--- src/rtl/slice_fb_writer.sv ---
// slice_fb_writer: writes front-end pixels into a two-bank ping-pong slice RAM and hands finished banks to the LED driver.
// Latency: pixel_valid -> ram_we/ram_waddr/ram_wdata 1 cycle; EOS rising edge -> slice_ready/bank_full 1 cycle.
// Backpressure: none; while the other bank is still owned by the driver, whole slices are dropped (SLICE_FB_WRITER_STATS_EN builds drop_cnt).
module slice_fb_writer #(
   parameter int BANKS_LOG2   = 1,
   parameter int SLICE_PIXELS = 1920
) (
   input  logic                                       clk,
   input  logic                                       nrst,
   input  logic [23:0]                                pixel_data,
   input  logic                                       pixel_valid,
   input  logic [2:0]                                 pixel_col,
   input  logic [3:0]                                 pixel_line,
   input  logic [2:0]                                 block_col,
   input  logic [1:0]                                 block_line,
   input  logic                                       EOS,
   input  logic [6:0]                                 wslice_cnt,
   output logic                                       ram_we,
   output logic [BANKS_LOG2+$clog2(SLICE_PIXELS)-1:0] ram_waddr,
   output logic [23:0]                                ram_wdata,
   input  logic                                       release_valid,
   input  logic                                       release_bank,
   output logic                                       slice_ready,
   output logic                                       ready_bank,
   output logic [6:0]                                 ready_slice,
   output logic [1:0]                                 bank_full,
   output logic                                       overflow,
   output logic [7:0]                                 drop_cnt
);

   typedef enum logic {WRITE, DROP} state_t;

   state_t      state;
   state_t      state_nxt;
   logic        wr_bank;
   logic        wr_bank_nxt;
   logic        eos_r;
   logic        eos_edge;
   logic        other_free;
   logic        write_en;
   logic [1:0]  rel_mask;
   logic [1:0]  set_mask;
   logic [1:0]  full_rel;
   logic [3:0]  blk_idx;
   logic [10:0] offset;

   // µblock index 0..14; the in-block line/column fill the low 7 bits, so no multiplier by 128 is needed
   assign blk_idx = ({2'b00, block_line} * 4'd5) + {1'b0, block_col};
   assign offset  = {blk_idx, pixel_line, pixel_col};

   // A level held on EOS counts only once
   assign eos_edge = EOS & ~eos_r;

   // Same-cycle release is applied before the switch test
   assign rel_mask   = release_valid ? (2'b01 << release_bank) : 2'b00;
   assign full_rel   = bank_full & ~rel_mask;
   assign other_free = ~full_rel[~wr_bank];

   // Only a slice that was being written claims its bank; a dropped partial slice claims nothing
   assign set_mask = (eos_edge && state == WRITE) ? (2'b01 << wr_bank) : 2'b00;

   // Both WRITE and DROP switch to the other bank on an EOS edge when it is free, otherwise drop
   assign state_nxt   = eos_edge ? (other_free ? WRITE : DROP) : state;
   assign wr_bank_nxt = wr_bank ^ (eos_edge & other_free);

   // A pixel coinciding with the EOS edge belongs to the new slice
   assign write_en = pixel_valid & (state_nxt == WRITE);

   // Bank ownership FSM with registered RAM write port and ready handshake
   always_ff @(posedge clk or negedge nrst) begin
      if (!nrst) begin
         state       <= WRITE;
         wr_bank     <= 1'b0;
         eos_r       <= 1'b0;
         bank_full   <= 2'b00;
         ram_we      <= 1'b0;
         ram_waddr   <= '0;
         ram_wdata   <= 24'd0;
         slice_ready <= 1'b0;
         ready_bank  <= 1'b0;
         ready_slice <= 7'd0;
         overflow    <= 1'b0;
      end else begin
         eos_r       <= EOS;
         state       <= state_nxt;
         wr_bank     <= wr_bank_nxt;
         bank_full   <= full_rel | set_mask;
         ram_we      <= write_en;
         slice_ready <= 1'b0;
         if (write_en) begin
            ram_waddr <= {wr_bank_nxt, offset};
            ram_wdata <= pixel_data;
         end
         case (state)
            WRITE: begin
               if (eos_edge) begin
                  slice_ready <= 1'b1;
                  ready_bank  <= wr_bank;
                  ready_slice <= wslice_cnt - 7'd1;
               end
            end
            DROP: begin
               if (eos_edge) begin
                  overflow <= 1'b1;
               end
            end
            default: ;
         endcase
      end
   end

`ifdef SLICE_FB_WRITER_STATS_EN
   // Saturating count of EOS edges seen while dropping
   always_ff @(posedge clk or negedge nrst) begin
      if (!nrst) begin
         drop_cnt <= 8'd0;
      end else if (eos_edge && state == DROP && drop_cnt != 8'hFF) begin
         drop_cnt <= drop_cnt + 8'd1;
      end
   end
`else
   assign drop_cnt = 8'd0;
`endif

endmodule

--- config.mk ---
export PLATFORM = sky130hd
export DESIGN_NAME = slice_fb_writer
export DESIGN_NICKNAME = d
export VERILOG_FILES = /design/src/rtl/slice_fb_writer.sv
export SDC_FILE = /design/constraint.sdc
export NUM_CORES = 1
export LEC_CHECK = 0
export CAP_MARGIN = 30
export CORE_MARGIN = 2
export CORE_UTILIZATION = 38
export DETAILED_ROUTE_END_ITERATION = 12
export PLACE_DENSITY_LB_ADDON = 0.05
export SYNTH_ARGS = -nofsm -noshare
export SYNTH_HDL_FRONTEND = slang
export SYNTH_SLANG_ARGS = --single-unit
--- constraint.sdc ---
create_clock -name clk -period 1.6 [get_ports clk]
set_clock_uncertainty 0.2 [all_clocks]
set_input_delay 0.16 -clock clk [delete_from_list [all_inputs] [get_ports clk]]
set_output_delay 0.16 -clock clk [all_outputs]
set_load 0.1 [all_outputs]
==> results.cfg <==
[sta]
fin_crit_ps = 1838
finalCritPeriodShare_pct = 114.9
fmax_mhz = 543.9
drv_slew = 0
hold_viol_final = 0
timing.final.ws_setup_ps = -238.5
rsz0062_at_grt = yes
setup_viol = 35
holdWs_ps = 44.22

[grt]
grt_start_max_net_pins = 53
grt_pass1_vias = 1734
overflow = 0
antenna_found_initial = 0
grt_usage_pct = 15.46
grt_pass1_wl_mm = 8.659

[detailed_routing]
drt_iter0_drc = 49
wl_mm = 5.204
drc = 0
routed-via-count = 1658
dr.pass1.iters = 3
wl_per_cell_um = 14.22
postRouteAntennaNets = 0
viasPerCell = 4.530

[synthesis]
syn_area_per_cell_um2 = 14.54
ys.flop_type = dfrtp_1
yosysMostFrequentCell = dfrtp_1
synth_largest_area_cell = dfrtp_1
syn_inst = 163
synth_edf_count = 0
netlist_top_cells_area = dfrtp_1 (55%), mux2_4 (18%), mux2_2 (3.3%)
ys_seq_area_share_pct = 54.91
synth_top_area_share_pct = 54.91
synth_seq_cells = 52
synth.cell_area_um2 = 2370
synth_cell_types = 32
synth_common_cells = dfrtp_1 (52), mux2_4 (29), nand2_1 (12), buf_4 (8), o21ai_0 (8)
yosysWarningCount = 0
ys_async_sr_fraction_pct = 100.0

[place]
placed_cell_area_um2 = 4069
gp_congestion = 0.7388
port_buffers = 97
hpwl_mm = 3.940

[final_layout]
diodes = 0
final_util_pct = 71.87
finalInstanceArea_um2 = 4305
drive_above_1_share_pct = 47.08
area_growth_pct = 81.68
fin_nets = 346

[die]
die_y_um = 82.97
start_util_pct = 39.56
core_um2 = 5991
row_count = 28
io_pins = 106
fp.dieArea_um2 = 6884
die_w_um = 82.97

[clock_tree]
numCtsBuffers = 5
cts_buffer_depth = 2
cts_htree_levels = 2
cts_root_buf = clkbuf_8
clkTransAtPathRegs_ps = 90
cts_tree = done
clock_sinks = 52
insertion_delay_ps = 290

[setup_path]
cp.required_ps = 1580
worstSetupStartpointType = flip-flop
critPathKind = flip-flop to flip-flop
r2r_cells = 6
cp-end-kind = flip-flop
cp_max_fo = 14
r2r_slack_ps = -240
cp.arrival_ps = 1820

[power]
pwr_density_cell_nw_per_um2 = 1935
switching_share_pct = 50.11
vdd_drop_max_v = 0.001368
power_frac_seq_pct = 25.4
power.switching_mw = 4.175
clkPwrFrac_pct = 8.2
p_int_mw = 4.157
p_leak_nw = 1.993
combPwrFrac_pct = 66.4

[min_path]
hold_depth = 4
holdCritPathClass = input pin to flip-flop

[run_status]
violations = setup timing
outcome = finished, violations left

[job]
max_cap_viol_count = 0
[critical path, stage by stage (launching register included)]
cell	delay [ps]
dfrtp_1	390
nand2b_4	140
a31o_4	220
o21bai_4	160
buf_12	150
buf_12	160
mux2_4	310
[per-layer routing]
layer	vias up	track usage (%)	wire, um
li1	797	-	-
met3	4	5.070	357
met5	-	0	0
met1	796	20.59	2207
met2	61	24.85	2600
met4	0	3.130	38
[final timing paths]
path / startpoint / end
min: release_valid / bank_full[0]
max reg2reg: eos_r / ram_wdata[14]
max: eos_r / ram_wdata[14]
max in group asynchronous: nrst / bank_full[1]
min in group asynchronous: nrst / ram_waddr[9]
min reg2reg: overflow / overflow
[placed cells by master (no fill, tap or decap), types with 3 or more instances in the layout]
cell type and instances:
buf_12 53, buf_4 21, clkbuf_8 5, clkdlybuf4s50_1 42
conb_1 8, dfrtp_1 50, dlygate4sd2_1 4, inv_1 4
mux2_4 35, nand2_1 12, nor2_1 6, o21ai_0 7
xnor2_1 3
[metrics by stage]
step | setup TNS [ps] | worst slack, ps | power [mW] | instances
after floorplan | -12410 | -370.3 | 5.441 | 170
after global placement | -19040 | -686.8 | 7.561 | 355
after detailed placement | -20030 | -749.7 | 7.590 | 355
after CTS | -7685 | -252.2 | 8.341 | 364
after global routing | -9611 | -303.8 | 8.613 | 366
final | -7245 | -238.5 | 8.331 | 366
[kinds of logic (layout without fill, tap and decap cells)]
family                   count (synthesis)  in the layout  share of synthesized area, %
AO/OA/AOI/OAI                           19             19                         5.491
AND/OR/NAND/NOR                         26             26                         5.702
multiplexers                            36             36                         21.70
buffers and inverters                   17            138                         6.336
other                                    1              8                        0.1582
adder cells (fa/ha/maj)                  6              6                         3.485
XOR/XNOR                                 6              6                         2.218
flip-flops                              52             52                         54.91
[layout make-up]
class | count | area, um^2
Inverter | 4 | 15.01
Timing Repair Buffer | 127 | 1764
Tap cell | 75 | 93.84
Clock buffer | 6 | 72.57
Clock inverter | 1 | 5.005
Multi-Input combinational cell | 101 | 1046
Fill cell | 403 | 1685
Sequential cell | 52 | 1309
[timing repair]
item                                    4_1_cts  5_1_grt
buffers inserted                              1        3
hold buffers                                  1        0
gates cloned                                  0        1
pin swaps                                     7        1
endpoints found under the setup margin       36       37
resized for setup                            14       12
hold endpoints to repair                     52        0
[power groups by stage]
stage                     Combinational (mW)  Sequential, mW  Clock (mW)
after floorplan                        0.799            4.64           0
after global placement                  5.44            2.12           0
after detailed placement                5.45            2.14           0
after CTS                               5.50            2.12       0.726
after global routing                    5.68            2.17       0.769
final                                   5.53            2.12       0.685
[state kept, by name, indices dropped and copies added (netlist names)]
| name | flops |
|---|---|
| ram_wdata | 24 |
| ram_waddr | 12 |
| ready_slice | 7 |
| bank_full | 2 |
| eos_r | 1 |
| overflow | 1 |
| ram_we | 1 |
| ready_bank | 1 |
| slice_ready | 1 |
| state | 1 |
| wr_bank | 1 |
No activity file was read; power rests on OpenSTA's default activity.
